[src/rtl/seq_timing_decoder.sv]
// Sequence counter, instruction register and start flag for the control unit,
// with one-hot timing (T) and opcode (D) decodes. Optional macro: SINGLE_STEP_EN.
module seq_timing_decoder #(
   parameter int SC_WIDTH = 4,
   parameter int IR_WIDTH = 16
) (
   input  logic                       Clk,
   input  logic                       Reset_n,
   input  logic                       CLR_SC,
   input  logic                       INR_SC,
   input  logic                       LD_IR,
   input  logic [IR_WIDTH-1:0]        BUS,
   input  logic                       Set_S,
   input  logic                       Clear_S,
`ifdef SINGLE_STEP_EN
   input  logic                       Step,
`endif
   output logic [SC_WIDTH-1:0]        SC,
   output logic [(2**SC_WIDTH)-1:0]   T,
   output logic [IR_WIDTH-1:0]        IR,
   output logic [7:0]                 D,
   output logic                       I,
   output logic [11:0]                B,
   output logic                       S,
   output logic                       SC_Overflow
);

   localparam logic [SC_WIDTH-1:0] SC_MAX = {SC_WIDTH{1'b1}};

   logic [SC_WIDTH-1:0] sc_reg, sc_next;
   logic [IR_WIDTH-1:0] ir_reg, ir_next;
   logic                s_reg, s_next;
   logic                ovf_reg, ovf_next;

`ifdef SINGLE_STEP_EN
   logic                step_d_reg;
   logic                step_rise;
   logic                instr_end;

   assign step_rise = Step && !step_d_reg;
   assign instr_end = CLR_SC && (sc_reg != '0) && s_reg;
`endif

   always_comb begin
      sc_next  = sc_reg;
      ovf_next = ovf_reg;
      if (CLR_SC) begin
         sc_next = '0;
      end else if (INR_SC) begin
         sc_next = sc_reg + 1'b1;
         if (sc_reg == SC_MAX) begin
            ovf_next = 1'b1;
         end
      end

      ir_next = LD_IR ? BUS : ir_reg;

      // Set sources dominate clear sources so a restart is never lost.
`ifdef SINGLE_STEP_EN
      if (Set_S || step_rise) begin
         s_next = 1'b1;
      end else if (Clear_S || instr_end) begin
         s_next = 1'b0;
      end else begin
         s_next = s_reg;
      end
`else
      if (Set_S) begin
         s_next = 1'b1;
      end else if (Clear_S) begin
         s_next = 1'b0;
      end else begin
         s_next = s_reg;
      end
`endif
   end

   always_ff @(posedge Clk) begin
      if (!Reset_n) begin
         sc_reg     <= '0;
         ir_reg     <= '0;
         s_reg      <= 1'b1;
         ovf_reg    <= 1'b0;
`ifdef SINGLE_STEP_EN
         step_d_reg <= 1'b0;
`endif
      end else begin
         sc_reg     <= sc_next;
         ir_reg     <= ir_next;
         s_reg      <= s_next;
         ovf_reg    <= ovf_next;
`ifdef SINGLE_STEP_EN
         step_d_reg <= Step;
`endif
      end
   end

   genvar gi;
   generate
      for (gi = 0; gi < (2**SC_WIDTH); gi++) begin : g_t_decode
         assign T[gi] = (sc_reg == SC_WIDTH'(gi));
      end
      for (gi = 0; gi < 8; gi++) begin : g_d_decode
         assign D[gi] = (ir_reg[14:12] == 3'(gi));
      end
   endgenerate

   assign SC          = sc_reg;
   assign IR          = ir_reg;
   assign I           = ir_reg[15];
   assign B           = ir_reg[11:0];
   assign S           = s_reg;
   assign SC_Overflow = ovf_reg;

endmodule

[config.mk]
export PLATFORM = sky130hd
export DESIGN_NAME = seq_timing_decoder
export DESIGN_NICKNAME = d
export VERILOG_FILES = /design/src/rtl/seq_timing_decoder.sv
export SDC_FILE = /design/constraint.sdc
export NUM_CORES = 1
export LEC_CHECK = 0
export BUFFER_PORTS_ARGS = -buffer_cell sky130_fd_sc_hd__buf_4
export CAP_MARGIN = 20
export CORE_ASPECT_RATIO = 0.5
export CORE_UTILIZATION = 40
export CTS_CLUSTER_SIZE = 28
export DETAILED_ROUTE_END_ITERATION = 10
export PLACE_DENSITY = 0.81
export SYNTH_ARGS = -nofsm -noshare
export SYNTH_HDL_FRONTEND = slang
export SYNTH_SLANG_ARGS = --single-unit
export TNS_END_PERCENT = 30
[constraint.sdc]
create_clock -name Clk -period 1.3 [get_ports Clk]
set_clock_uncertainty 0.05 [all_clocks]
set_input_delay 0.13 -clock Clk [delete_from_list [all_inputs] [get_ports Clk]]
set_output_delay 0.13 -clock Clk [all_outputs]
set_load 0.01 [all_outputs]
==> reports/metrics.csv, run 1 <==
metric;value;unit
synth_area_leaders;dfxtp_1 (37%), mux2i_1 (15%), nor2b_1 (8.3%);
ant_nets;0;
ctsLongestPathBuffers;2;
diodes;0;
multi_input_comb_area;724;um2
drtIter0Drc;25;
rows;13;
routed_via_density;4.64;
utilization;75.6;%
status;finished with violations;
grt_pass1_vias;962;
synth_common_cells;dfxtp_1 (22), mux2i_1 (18), nor2b_1 (16);
p_leak;1.02;nW
nets;226;
dp_hpwl;2120;um
layout-drive-gt1-share;63.6;%
power.total;1.70;mW
cp_top_family;flip-flops;
finalCritPeriodShare;106;%
hold_depth;3;
rrSetupSlack;0.06;ns
max_freq;724;MHz
seq_area;464;um2
ys_seq_elements;22;
grt_max_degree;23;
cts_root_buf;clkbuf_8;
holdPathEnd;IR[2];
boundaryPins;82;
synth-seq-area-share;36.6;%
synthCells;122;
first_pass_iters;4;
numPortBuffers;81;
crit_required;1.12;ns
antenna_found_initial;0;
r2r-start;SC[3];
clock-sinks;22;
maxSlewHeadroom;82.2;%
reg2reg_depth;4;
synth.avg_cell_area;9.88;um2
core_area;0.00272;mm2
hold_viol;0;
dpl_worst_slack;0.0243;ns
hold_path.class;input port to flop;
setup_viol;15;
worstSetupPathType;flop to output port;
die_h;40.8;um
place_congestion;0.790;
synth_nets;149;
violations;negative setup slack;
post-route-min-period;1.38;ns
start_util;44.4;%
post-synth-top-count-cell;dfxtp_1;
cap_violations;0;
grt_use_total;19.7;%
synth.distinct_cells;29;
yosysTopAreaCellShare;36.6;%
syn_area;0.00120;mm2
drt-wirelength-per-cell;14.4;um
synth_ff_type;dfxtp_1;
die_w;79.6;um
final_max_slew_viol_count;0;
clkLatencyLatePin;0.26;ns
wirelength;3390;um
tightest_slew;0.267;ns
async_flop_share;0;%
yosys.area.top_type;dfxtp_1;
synthToLayoutAreaGrowth;70.4;%
max_stage_delay;0.42;ns
grt.overflow.total;0;
synth-warning-count;0;
cp_max_fo;5;
crit_path_top_delay_cell;dfxtp_4;
cp-end-kind;output port;
clkTransAtPathRegs;0.08;ns
grt_pass1_wl;4520;um
path_cells;inv_4, ha_4, and3_4, buf_6;
cts_made_buffers;3;
power_density;827;mW/mm2
setup_ws;-0.0822;ns
htree_levels;1;
rsz0062_at_grt;true;
fill_cells;183;
vias;1090;
drc;0;
r2r_end;SC[3];
die-area;0.00325;mm2
min-delay-start;BUS[2];
cp.arrival;1.20;ns
synth_edf_count;0;
startpoint_type;flop;
critPathBufInv;2;
cts_tree;done;
ir_drop;553;uV
## worst reg2reg max path: stages (launching register included)
cell	delay, ns
dfxtp_4	0.36
buf_4	0.14
buf_4	0.12
or3b_1	0.36
mux2i_1	0.14
## area by class of cell
class | count | area share, %
Tap cell | 37 | 2.25
Multi-Input combinational cell | 80 | 35.3
Timing Repair Buffer | 90 | 35.8
Clock inverter | 1 | 1.46
Clock buffer | 3 | 2.01
Inverter | 2 | 0.609
Sequential cell | 22 | 22.6
## logic make-up (layout without fill, tap and decap cells)
kind of cell | after synthesis | after routing | synth area share, %
compound gates | 3 | 3 | 1.97
xor+xnor | 1 | 1 | 0.727
fa+ha+maj | 4 | 4 | 4.15
buf+inv | 20 | 96 | 12.5
flops | 22 | 22 | 36.6
mux | 18 | 18 | 15.0
simple gates | 54 | 54 | 29.2
## power breakdown
part	switching [mW]	total (mW)	internal [mW]
Combinational	0.131	0.326	0.195
Sequential	0.0375	0.737	0.699
Clock	0.224	0.636	0.411
## per-stage QoR
step	hold WS (ns)	cell area, um2	std cells	setup TNS (ns)
2_1_floorplan	0.186	1200	122	0
3_3_place_gp	0.273	1730	224	0
3_5_place_dp	0.271	1730	224	0
4_1_cts	0.0654	1990	233	-0.401
5_1_grt	0.0676	2050	235	-1.28
6_report	0.0650	2050	235	-0.675
## state kept, by name (all words and copies together) (netlist names)
register and cells:
S 1, IR 16, SC 4, SC_Overflow 1
## worst max path at each step
stage,from,endpoint,cells past startpoint
after floorplan,SC[0],SC_Overflow,3
after global placement,SC[0],T[14],4
after detailed placement,SC[0],T[14],4
after CTS,SC[1],T[13],4
after global routing,SC[0],T[14],4
final,SC[0],T[14],4
## layout by cell type (no fill, tap or decap)
cell type	instances
a21oi_1	1
nand4_1	1
nor3_1	1
nor3b_2	1
or3b_1	1
nor3b_1	2
nor2b_4	1
a21bo_2	1
nor2b_1	16
dlygate4sd3_1	1
dfxtp_1	15
mux2i_1	18
xnor2_1	1
dfxtp_2	1
nor2_4	1
buf_4	74
nand2_1	1
bufinv_16	1
nor2_1	3
inv_4	2
and3b_1	3
dfxtp_4	6
nand2b_1	2
clkbuf_8	3
nand3b_1	3
buf_6	15
and2_4	11
a22o_1	1
and2_1	1
and3_4	4
and3_1	1
and2b_2	1
ha_4	4
## timing repair
action / CTS / global route
gates resized for setup: 43 / 16
pin swaps: 7 / 5
setup buffers: 4 / 2
setup endpoints to repair: 18 / 22
endpoints found under the hold margin: 1 / 0
hold buffers: 1 / 0
gates cloned: 0 / 0
## layer usage
metal | wire length, um | global-route usage [%] | vias up
li1 | - | - | 540
met1 | 1360 | 19.8 | 509
met5 | 0 | 0 | -
met3 | 174 | 7.11 | 4
met4 | 33 | 7.27 | 0
met2 | 1820 | 40.2 | 37
Power figures use the tool's default switching activity.
==> run 2: changes to the inputs <==
CORE_ASPECT_RATIO = default   (was 0.5)
==> run 2 against run 1 <==
First-iteration DRC count rose by 130%. Critical path depth did not move. Critical endpoint is now T[12]. Via count fell by 0.18%. Highest routed layer unchanged. Clock-buffer cell count did not move. Critical path type unchanged. Largest power group unchanged. The flow finishes with violations (design-rule violations, negative setup slack).
==> reports/metrics.csv, run 2 (synthesis results as in run 1) <==
metric;value;unit;change
crit_required;1.12;ns;about the same
core_area;0.00281;mm2;+3.3%
rsz0062_at_grt;true;;
max_freq;722;MHz;-0.25%
cts_root_buf;clkbuf_4;;
die_w;56.9;um;-29%
drc;16;;+16
final_common_cell;buf_4;;
final_cell_mix;buf_4 (71), mux2i_1 (18), nor2b_1 (16), buf_6 (16), dfxtp_1 (15);;
rows;19;;+6
hold_slack;0.0335;ns;-0.0315 ns
seq_power_share;47.0;%;+3.6 points
status;finished with violations;;
clkLatencyLatePin;0.30;ns;+0.04 ns
p_clk_share;32.4;%;-5.0 points
hold_path.class;input port to flop;;
multi_input_comb_area;722;um2;-0.35%
setup_tns;-1.16;ns;-0.489 ns
largest_reg_flops;16;;unchanged
post-route-min-period;1.39;ns;+0.00341 ns
htree_levels;1;;unchanged
rrSetupSlack;0.21;ns;+0.15 ns
cts_tree;done;;
layout-drive-gt1-share;62.8;%;-0.88 points
maxSlewHeadroom;82.4;%;+0.24 points
drtIter0Drc;58;;+130%
cap_violations;0;;unchanged
dp_hpwl;2160;um;+1.8%
ctsLongestPathBuffers;2;;unchanged
antenna_found_initial;0;;unchanged
grt_max_degree;23;;unchanged
tightest_slew;0.263;ns;-0.00361 ns
cp.arrival;1.21;ns;about the same
final_cells;227;;-3.4%
worstSetupPathType;flop to output port;;
vias;1088;;-0.18%
grt.overflow.total;0;;unchanged
start_util;43.0;%;-1.4 points
power.total;1.57;mW;-7.8%
clkTransAtPathRegs;0.12;ns;+0.04 ns
swShare;23.1;%;about the same
die-area;0.00324;mm2;-0.41%
numPortBuffers;81;;unchanged
first_pass_iters;8;;+4
dp_cells;218;;-2.7%
ir_drop;540;uV;-2.2%
combPwrFrac;20.6;%;+1.4 points
final_max_slew_viol_count;0;;unchanged
cp_max_fo;5;;unchanged
ant_nets;0;;unchanged
finalCritPeriodShare;107;%;+0.26 points
place_congestion;0.857;;+8.4%
clock-sinks;22;;unchanged
cp-end-kind;output port;;
nets;224;;-0.88%
grt_pass1_vias;992;;+3.1%
setup_ws;-0.0856;ns;-0.00341 ns
reg2reg_depth;3;;-1
seq_area;467;um2;+0.54%
boundaryPins;82;;unchanged
die_h;56.9;um;+39%
wirelength;3070;um;-9.4%
routed_via_density;4.79;;+3.3%
p_int;1.20;mW;-7.8%
cts_made_buffers;3;;unchanged
synthToLayoutAreaGrowth;67.3;%;
grt_pass1_wl;4770;um;+5.6%
p_leak;0.998;nW;-1.9%
utilization;71.9;%;-3.7 points
setup_viol;16;;+1
startpoint_type;flop;;
grt_use_total;19.1;%;-0.61 points
violations;design-rule violations, negative setup slack;;
fin_area;0.00202;mm2;-1.8%
hold_viol;0;;unchanged
dpl_worst_slack;0.0600;ns;+0.0357 ns
p_switching;0.362;mW;-7.8%
power_density;777;mW/mm2;-6.1%
diodes;0;;unchanged
hold_depth;3;;unchanged
fill_cells;204;;+11%
place_area;0.00172;mm2;-0.43%
drt-wirelength-per-cell;13.5;um;-6.2%
[run 2: changes by cell type in the layout (fill, tap and decap cells not counted), sizes merged]
cell	previous run	this run
buf	89	87
[run 2: layout make-up]
class | instances | share of cell area, %
tap | 31 | 1.92
multi-input combinational | 80 | 35.8
sequential | 22 | 23.2
inverter | 2 | 0.621
clock inverter | 1 | 1.49
timing repair buffer | 88 | 35.9
clock buffer | 3 | 1.12
[run 2: path summary, 6_finish.rpt]
kind | endpoint | from
worst min register to register | S | S
worst max-delay path | T[12] | SC[1]
worst max register to register | SC[3] | SC[3]
worst min-delay path | IR[13] | BUS[13]
[run 2: power by group through the flow]
| stage | clock [mW] | sequential (mW) | combinational (mW) |
|---|---|---|---|
| floorplan | 0 | 0.767 | 0.159 |
| global placement | 0 | 0.753 | 0.299 |
| detailed placement | 0 | 0.757 | 0.304 |
| CTS | 0.523 | 0.739 | 0.322 |
| global route | 0.553 | 0.743 | 0.346 |
| finish | 0.508 | 0.736 | 0.323 |
[run 2: routing by layer]
layer	routed length (um)	up-vias	GRT usage (%)
met5	0	-	0
met4	78	0	7.67
met3	212	6	2.53
met2	1680	50	36.6
met1	1110	493	20.7
li1	-	539	-
[run 2: critical path, stage by stage (launching register included)]
cell     delay, ns
dfxtp_4       0.42
inv_4         0.06
ha_4          0.17
and3_4        0.14
buf_6         0.11
[run 2: timing repair]
item,CTS,global route
setup buffers,4,0
gates cloned,0,0
hold endpoints to repair,1,0
pin swaps,11,4
gates resized for setup,52,8
hold buffers,1,0
endpoints found under the setup margin,21,19
==> run 3: changes to the inputs <==
--- a/config.mk
+++ b/config.mk
@@ -9,2 +9,3 @@
 export CAP_MARGIN = 20
+export CORE_MARGIN = 5
 export CORE_UTILIZATION = 40
==> constraint.sdc (replaced) <==
create_clock -name Clk -period 1.3 [get_ports Clk]
set_clock_uncertainty 0.05 [all_clocks]
set_input_delay 0 -clock Clk [delete_from_list [all_inputs] [get_ports Clk]]
set_output_delay 0 -clock Clk [all_outputs]
set_load 0.01 [all_outputs]
==> run 3 against run 2 <==
The run ends with negative setup slack left. Critical path type unchanged. Largest cell class unchanged. Via count rose by 14%. Global-route usage down 1.3 points. Non-clock buffer count grew 36. Critical endpoint is now T[2]. Final area up 16%. Critical path depth shrank 1. First-iteration DRC count decreased by 45%. Sequential power about the same. Combinational power is 29% higher. Die area grew 30%. Setup slack improved by 0.040 ns. Clock power grew 4.9%. Power rose by 7.8%.
==> reports/metrics.csv, run 3 (synthesis results as in run 1) <==
metric;value;unit;change
final_common_cell;buf_4;;
r2r_end;SC[3];;
setup_viol;9;;-7
cp.arrival;1.30;ns;+0.09 ns
maxSlewHeadroom;81.8;%;-0.63 points
grt_pass1_wl;6000;um;+26%
wirelength;3930;um;+28%
boundaryPins;82;;unchanged
cp_max_fo;11;;+6
layout-drive-gt1-share;53.9;%;-8.9 points
grt.overflow.total;0;;unchanged
cp-end-kind;output port;;
htree_levels;1;;unchanged
violations;negative setup slack;;
cts_tree;done;;
antenna_found_initial;0;;unchanged
finalCritPeriodShare;103;%;-3.1 points
grt_pass1_vias;1312;;+32%
dp_cells;218;;unchanged
dp_hpwl;2350;um;+9.0%
hold_depth;3;;unchanged
numPortBuffers;81;;unchanged
worstSetupPathType;flop to output port;;
drt-wirelength-per-cell;14.8;um;+9.5%
clock-sinks;22;;unchanged
nets;260;;+16%
die-area;0.00421;mm2;+30%
first_pass_iters;5;;-3
ctsLongestPathBuffers;2;;unchanged
final_max_slew_viol_count;0;;unchanged
cts_made_buffers;3;;unchanged
post-route-min-period;1.35;ns;-0.0403 ns
core_area;0.00298;mm2;+6.2%
synthToLayoutAreaGrowth;94.5;%;
crit_path_top_delay_cell;dfxtp_4;;
clkLatencyLatePin;0.31;ns;about the same
seq_area;462;um2;-1.1%
p_clk_share;31.6;%;-0.8 points
multi_input_comb_area;702;um2;-2.8%
routed_via_density;4.68;;-2.5%
startpoint_type;flop;;
power_density;721;mW/mm2;-7.3%
p_leak;1.19;nW;+19%
fill_cells;189;;-7.4%
rrSetupSlack;-0.01;ns;-0.22 ns
grt_max_degree;23;;unchanged
largest_reg_flops;16;;unchanged
status;finished with violations;;
path_cells;nor2_2, and2_1, buf_4;;
final_cell_mix;buf_4 (76), dlygate4sd3_1 (32), mux2i_1 (18);;
drc;0;;-16
holdPathEnd;IR[12];;
rsz0062_at_grt;true;;
drtIter0Drc;32;;-45%
final_cells;265;;+17%
r2r-start;SC[3];;
rows;20;;+1
setup_ws;-0.0452;ns;+0.0403 ns
place_congestion;0.769;;-10%
start_util;40.5;%;-2.5 points
p_int;1.28;mW;+6.4%
swShare;24.2;%;+1.0 points
vias;1239;;+14%
tightest_slew;0.273;ns;+0.00941 ns
ant_nets;0;;unchanged
die_w;64.9;um;+14%
max_freq;743;MHz;+3.0%
ir_drop;480;uV;-11%
min-delay-start;LD_IR;;
p_switching;0.408;mW;+13%
diodes;0;;unchanged
cp_top_family;simple AND/OR/NAND/NOR gates;;
critPathBufInv;1;;-1
max_stage_delay;0.41;ns;about the same
cts_root_buf;clkbuf_4;;
crit_required;1.25;ns;+0.13 ns
hold_path.class;input port to flop;;
die_h;64.9;um;+14%
grt_use_total;17.8;%;-1.3 points
utilization;78.7;%;+6.8 points
cap_violations;0;;unchanged
seq_power_share;43.8;%;-3.2 points
clkTransAtPathRegs;0.13;ns;about the same
reg2reg_depth;4;;+1
combPwrFrac;24.7;%;+4.1 points
hold_viol;0;;unchanged
-- run 3: final cells by class --
| cell class | instances | share of cell area (%) |
|---|---|---|
| clock buffer | 3 | 0.961 |
| clock inverter | 1 | 1.28 |
| inverter | 2 | 0.534 |
| multi-input combinational | 80 | 30.0 |
| sequential | 22 | 19.7 |
| tap | 33 | 1.76 |
| timing repair buffer | 124 | 45.8 |
-- run 3: power groups by stage --
stage,sequential [mW],clock [mW],combinational (mW)
3_5_place_dp,0.757,0,0.306
4_1_cts,0.739,0.542,0.402
5_1_grt,0.747,0.578,0.451
2_1_floorplan,0.767,0,0.159
6_report,0.739,0.533,0.417
3_3_place_gp,0.753,0,0.299
-- run 3: metrics by stage --
step	hold slack [ns]	power, mW	setup TNS, ns	worst slack (ns)	instance area, um2
floorplan	0.0559	0.925	0	0.0946	1200
global placement	0.140	1.05	0	0.142	1710
detailed placement	0.152	1.06	0	0.0934	1710
CTS	0.101	1.68	-0.124	-0.0233	2220
global route	0.112	1.78	-0.745	-0.0950	2340
finish	0.104	1.69	-0.113	-0.0452	2340
-- run 3: repair_timing --
| action | CTS | global route |
|---|---|---|
| pin swaps | 2 | 10 |
| hold buffers | 34 | 0 |
| hold endpoints to repair | 21 | 0 |
| buffers inserted | 4 | 5 |
| gates resized for setup | 24 | 30 |
| setup endpoints to repair | 16 | 22 |
-- run 3: metal layers --
layer  routed length (um)  part of all wire, %  vias up  GRT usage, %
li1                     -                    -      617             -
met1                 1480                   38      564          18.3
met2                 2070                   53       54          35.1
met3                  351                  8.9        4          5.37
met4                   26                 0.66        0          2.90
met5                    0                    0        -             0
-- run 3: worst reg2reg max path, delay by kind of cell (launching register included) --
kind / cells / cell delay, ns
DFF: 1 / 0.39
and+or+nand+nor: 1 / 0.34
buffers and inverters: 2 / 0.27
muxes: 1 / 0.17
-- run 3: how the worst max path moves through the flow --
| stage | startpoint | to | slack [ns] | cells after the start |
|---|---|---|---|---|
| detailed placement | SC[0] | SC_Overflow | 0.09 | 3 |
| floorplan | SC[0] | SC_Overflow | 0.09 | 3 |
| CTS | SC[0] | T[14] | -0.02 | 4 |
| global route | SC[2] | T[2] | -0.1 | 3 |
| global placement | SC[0] | SC_Overflow | 0.14 | 3 |
| finish | SC[2] | T[2] | -0.05 | 3 |
